### src/rtl/shift_add_mul.sv
// Sequential shift-add multiplier (N x N -> 2N) with start/done handshake,
// signed/unsigned operands and early exit once the multiplier is exhausted.
module shift_add_mul #(
    parameter int N = 4
) (
    input  logic           clk,
    input  logic           rst,
    input  logic           start,
    input  logic           signed_mode,
    input  logic [N-1:0]   dataA,
    input  logic [N-1:0]   dataB,
    output logic           busy,
    output logic           done,
    output logic [2*N-1:0] P
);

    typedef enum logic [1:0] {IDLE, CALC, SIGN, DONE} state_t;

    state_t         state;
    logic [2*N-1:0] A;
    logic [N-1:0]   B;
    logic           neg;

    // Magnitude of an operand; -2^(N-1) maps to 2^(N-1), still N unsigned bits.
    function automatic logic [N-1:0] mag(input logic [N-1:0] x, input logic sm);
        logic [N-1:0] r;
        r = x;
        if (sm && x[N-1])
            r = -x;
        return r;
    endfunction

    always_ff @(posedge clk or negedge rst) begin
        if (!rst) begin
            state <= IDLE;
            A     <= '0;
            B     <= '0;
            P     <= '0;
            neg   <= 1'b0;
        end else begin
            case (state)
                IDLE: begin
                    if (start) begin
                        A     <= {{N{1'b0}}, mag(dataA, signed_mode)};
                        B     <= mag(dataB, signed_mode);
                        P     <= '0;
                        neg   <= signed_mode & (dataA[N-1] ^ dataB[N-1]);
                        state <= CALC;
                    end
                end
                CALC: begin
                    if (B == '0) begin
                        state <= SIGN;
                    end else begin
                        if (B[0])
                            P <= P + A;
                        A <= A << 1;
                        B <= B >> 1;
                    end
                end
                SIGN: begin
                    if (neg)
                        P <= -P;
                    state <= DONE;
                end
                DONE: state <= IDLE;
                default: state <= IDLE;
            endcase
        end
    end

    assign busy = (state == CALC) || (state == SIGN);
    assign done = (state == DONE);

endmodule

### config.mk
export PLATFORM = sky130hd
export DESIGN_NAME = shift_add_mul
export DESIGN_NICKNAME = d
export VERILOG_FILES = /design/src/rtl/shift_add_mul.sv
export SDC_FILE = /design/constraint.sdc
export NUM_CORES = 1
export LEC_CHECK = 0
export BUFFER_PORTS_ARGS = -buffer_cell sky130_fd_sc_hd__buf_4
export CAP_MARGIN = 20
export CORE_MARGIN = 8
export CORE_UTILIZATION = 55
export CTS_CLUSTER_SIZE = 24
export DETAILED_ROUTE_END_ITERATION = 16
export PLACE_DENSITY = 0.86
export SYNTH_ARGS = -nofsm -noshare
export SYNTH_HDL_FRONTEND = slang
export SYNTH_SLANG_ARGS = --single-unit
### constraint.sdc
create_clock -name clk -period 3.4 [get_ports clk]
set_input_delay 0.34 -clock clk [delete_from_list [all_inputs] [get_ports clk]]
set_output_delay 0.34 -clock clk [all_outputs]
set_load 0.01 [all_outputs]
* Word level (Yosys, flattened, before mapping)
Index checks and enable logic that the tools add are counted.
** Cells by class
- Eq/ne operators :: 8
- Muxes and demuxes :: 16
- Add/subtract/negate cells :: 4
- Bitwise operators :: 2
- Reduce and logical (&&, ||, !) cells :: 11
** Operators with widths (count)
- $mux W8 :: 6
- $pmux W8 S3 :: 1
- $mux W4 :: 4
- $pmux W8 S2 :: 1
- $ne A2 B2 Y1 const B :: 5
- $add A8 B8 Y8 :: 1
- $neg A4 Y4 :: 2
- $neg A8 Y8 :: 1
- $pmux W2 S4 :: 1
- $pmux W4 S2 :: 1
- $reduce_and A5 Y1 :: 1
- $eq A2 B2 Y1 const B :: 2
- $logic_not A4 Y1 :: 1
- $mux W2 :: 2
- $reduce_and A2 Y1 :: 2
- $reduce_and A3 Y1 :: 1
- $reduce_bool A3 Y1 :: 1
- $eq A2 B1 Y1 const B :: 1
- $logic_and A1 B1 Y1 :: 2
- $logic_not A2 Y1 :: 1
- $reduce_bool A2 Y1 :: 1
- $and A1 B1 Y1 :: 1
- $logic_or A1 B1 Y1 :: 1
- $xor A1 B1 Y1 :: 1
** Word-level totals
- Logic and storage cells :: 46
- Flip-flop bits (word level) :: 23
- Output and inout port bits :: 10

* Depth between registers and ports, before layout
- Word-level depth :: 4
- Mapped depth :: 8
- Gate-level depth less buffers :: 7

* Worst setup path after synthesis
Ideal clock, no wire load.
- Kind :: register to register
- Start point :: register P[0]
- End point :: register P[4]
- Stages on the path, launching flop included :: 7
- Slack :: 1.490 ns
- Library setup time :: 0.126 ns
- Period minus slack after synthesis :: 1.910 ns
- Arrival :: 1.784 ns
- Data required time :: 3.274 ns
- Path through :: dfrtp_1 > ha_1 > fa_1 > a21o_1 > a21oi_1 > xnor2_1 > a221o_1
** Between the ends
- Longest elaborated chain between the ends :: 4
- Elaborated cells between the ends (all ways) :: 6
- Those cells by class :: 2 x add/sub; 4 x mux
** RTL lines
- from (decl) :: RTL line 14 : output logic [2*N-1:0] P
- from (signal assigned) :: RTL line 56 : P <= P + A;
- from (signal assigned) :: RTL line 63 : P <= -P;
- $add A8 B8 Y8 :: RTL line 56
- $mux W8 :: RTL line 55 : if (B[0])
- $mux W8 :: RTL line 52 : if (B == '0) begin
- $pmux W8 S3 (*) :: RTL line 41 : case (state)
Every way passes the cells marked *; elsewhere a longest branch is shown, timed or not. The select of a mux whose other input is x is not followed.
A chain may end at the register's enable or synchronous reset.

* Final worst setup path
- Start point :: register state[1]
- End point :: register P[6]
** Between the ends
- Longest elaborated chain between the ends :: 3
- Elaborated cells between the ends (all ways) :: 10
- Those cells by class :: 6 x eq/ne; 1 x mux; 3 x reduce/logical
** RTL lines
- from (decl) :: RTL line 19 : state_t state;
- from (signal assigned) :: RTL line 35 : state <= IDLE;
- from (signal assigned) :: RTL line 48 : state <= CALC;
- from (signal assigned) :: RTL line 53 : state <= SIGN;
- $eq A2 B1 Y1, or another cell as far along :: RTL line 41
- $ne A2 B2 Y1 (no source line) / $reduce_bool A3 Y1 (equally long branches)
- $reduce_and A5 Y1 (no source line)
Parallel ways exist; a longest one is shown, timed or not.

==> results by group <==
Timing
  • Final max-slew violation count: 0
  • Setup TNS: 0 ns
  • Slack of the critical path: 1.194 ns
  • Count of endpoints failing setup in the final report: 0
  • Hold Fails Final Rpt: 0
  • Clock Skews: 0.005987 ns
  • Final period demand of the worst path: 2.206 ns
  • Relative slew slack: 0.5824
  • Hold slack: 0.3122 ns
  • Period utilization: 0.6489
  • RSZ-0062 raised after global routing: no
  • F_max: 453.3 MHz
  • Worst slew pin tran: 0.6249 ns

Route
  • Iteration-0 DRC Markers: 91
  • Vias/cell: 5.841
  • Wirelength per Cell: 14.09 um
  • DRT Pass-1 Iters: 5
  • WL final: 3.466 mm
  • Antenna-violating nets left: 0
  • Routed vias: 1437
  • DRC: 0

Floorplanning
  • Die width: 71.11 um
  • Core area: 2978 um2
  • IO Pins: 22
  • Die Y: 71.11 um
  • Area of the die: 5057 um2
  • Rows: 20
  • Starting Density: 0.5609

Worst setup path
  • Critical Path Source: state[1]$_DFFE_PN0P_
  • Crit path max fanout: 25
  • Max stage delay cell, worst path: nor4_4
  • Critical Path Source Type: register
  • R2R Path End: P[6]$_DFFE_PN0P_
  • Max stage delay on crit path: 0.48 ns
  • Crit end category: register
  • Worst Path Arrival: 2.43 ns
  • FF-to-FF path depth: 8
  • Req. time, crit path: 3.62 ns
  • Worst reg-to-reg setup slack: 1.19 ns
  • Crit path capture: P[6]$_DFFE_PN0P_
  • Critical R2R Launch: state[1]$_DFFE_PN0P_
  • Kind of critical path: register to register
  • CP cell instances: inv_1 > ha_1 > buf_4 > nor2b_1 > nor4_4 > and3_1 > nand2_1 > o311ai_1

Yosys
  • Ys async rst share: 1.000
  • Yosys reg bits: 23
  • Synth Area in Compound Gates: 0.2142
  • Mapped Avg Cell Area: 8.655 um2
  • Post-Synth Simple-Gate Area: 0.2120
  • Fraction of the mapped netlist area in adder cells: 0.1318
  • Register area share after synthesis: 0.3446
  • Multiplexer area fraction after synthesis: 0.01273
  • Syn Inst Count: 193
  • Main combinational cell family by area after synthesis: compound AO/OA/AOI/OAI gates
  • XOR/XNOR Fraction of Synth Area: 0.04195
  • Synth warn: 0
  • Post-synth cell types: 46
  • Post-synth EDFFs: 0
  • Ys flop type: dfrtp_1
  • Synth Cell Area: 1670 um2
  • Net Count, Synth: 222

Clocking
  • CTS-repair resized insts: 0
  • Max clock buf depth: 2
  • Clock Tree Root: clkbuf_4
  • CTS clk-pin slew, worst paths: 0.13 ns
  • CTS tree: built
  • Clk sinks: 23
  • Skew-Pair Late Insertion Delay: 0.32 ns
  • CTS buffer count: 3
  • H-tree Lvls: 1

Placement
  • Dpl cells: 241
  • Routability cong.: 0.8335
  • DP HPWL: 2.606 mm
  • # port buffers: 21
  • Post-Place Setup Slack: 1.240 ns

Cells and area
  • Fin cells: 246
  • FILL cells: 273
  • # diodes: 0
  • Reg area: 575.6 um2
  • Synth-to-Final Area Change: 12.73%
  • Area of the multi-input gates: 1023 um2
  • Final core utilization: 0.6324
  • Final #Nets: 243
  • Layout cell share with drive strength beyond 1: 0.1408

Power and ir drop
  • Leak pwr: 0.9013 nW
  • Pwr/cell area: 821.4 nW/um2
  • VDD IR-drop max: 0.3113 mV

Global routing
  • Initial antenna violation count: 0
  • GRT overflow: 0
  • Gr usage total: 0.1426
  • Vias in the first global route: 1374
  • Largest net degree at the start of global routing: 26
  • First-pass GRT wire length: 6.044 mm

Hold path
  • Min-delay worst type: input pin to register

Status
  • Outcome: complete, no violations

Flow run
  • Max_cap viols: 0
-- critical path: cells and delay by family (launching register included) --
kind / cells / cell delay, ns
buffers and inverters: 2 / 0.31
flip-flops: 1 / 0.44
adder cells (fa/ha/maj): 1 / 0.18
AO/OA/AOI/OAI: 1 / 0.09
AND/OR/NAND/NOR: 4 / 1.10
-- registers in the layout, summed over array words and instances (netlist names) --
name and cells:
state 2, B 4, neg 1, A 8, P 8
-- cell type report --
cell class | count | area share
flip-flops and latches | 23 | 0.3056
multi-input cells | 152 | 0.5435
clock buffers | 4 | 0.01395
well taps | 33 | 0.02193
inverters | 11 | 0.02193
repair buffers | 23 | 0.09302
-- per-layer routing --
layer  part of all wire  GRT usage  wire [um]  vias up
li1                   -          -          -      736
met1               0.48     0.1855       1673      660
met2               0.46     0.2276       1581       36
met3              0.046    0.02260        159        5
met4              0.015    0.06005         51        0
met5                  0          0          0        -
-- cell families after synthesis --
group                      Yosys count
AOI/OAI and AO/OA                   58
xor gates and xnor gates             8
adders and majority gates           17
buffers and inverters               18
DFF                                 23
muxes                                2
and+or+nand+nor                     67
-- how the worst min path moves through the flow --
stage | startpoint | end | slack [ns] | cells after the start
finish | start | neg$_DFFE_PN0P_ | 0.31 | 4
CTS | dataB[3] | B[3]$_DFFE_PN0P_ | 0.32 | 3
global route | start | neg$_DFFE_PN0P_ | 0.32 | 3
detailed placement | rst | state[0]$_DFFE_PN0P_ | 0.25 | 1
floorplan | rst | A[0]$_DFFE_PN0P_ | 0.04 | 0
global placement | rst | state[0]$_DFFE_PN0P_ | 0.25 | 1
-- per-stage QoR --
stage / total power (W) / area [um2]
floorplan: 0.001182 / 1670
global placement: 0.001389 / 1847
detailed placement: 0.001410 / 1847
CTS: 0.001546 / 1883
global route: 0.001696 / 1883
finish: 0.001547 / 1883
-- power breakdown --
group | total [W] | switching, W | internal, W
Combinational | 0.000935 | 0.000542 | 0.000393
Sequential | 0.000480 | 0.000113 | 0.000368
Clock | 0.000131 | 0.0000853 | 0.0000460
Total | 0.00155 | 0.000740 | 0.000807
-- synth_stat cells (all sizes together) (4+ instances only) --
cell type   n  area share
dfrtp      23        0.34
nand3       5       0.018
clkbuf      4      0.0090
a21oi      13       0.039
o21ai      24       0.072
xnor2       5       0.026
nor2b       4       0.015
inv        11       0.025
ha         16        0.12
nor3        4       0.012
nand2      33       0.074
nor2        4      0.0090
-- cell usage in the layout (no fill, tap or decap), types with 2 or more instances in the layout --
master and instances:
dfrtp_1 23, o311ai_1 2, nand2_1 33, o21ai_0 20, o21ai_1 4, nand2b_1 2, clkbuf_4 3, or3_1 2
o31ai_1 3, nor2_1 4, ha_1 16, a21oi_1 13, inv_1 11, nor2b_1 4, nor3_1 4, nand3_1 4
buf_4 22, nor3b_1 2, xor2_1 3, a21o_1 2, and3_1 3, xnor2_1 5, nand3b_1 3
-- repair_timing --
item                      CTS  global route
hold endpoints to repair   23             0
hold buffers                1             0
buffers inserted            0             0
No activity file was read; power rests on OpenSTA's default activity.
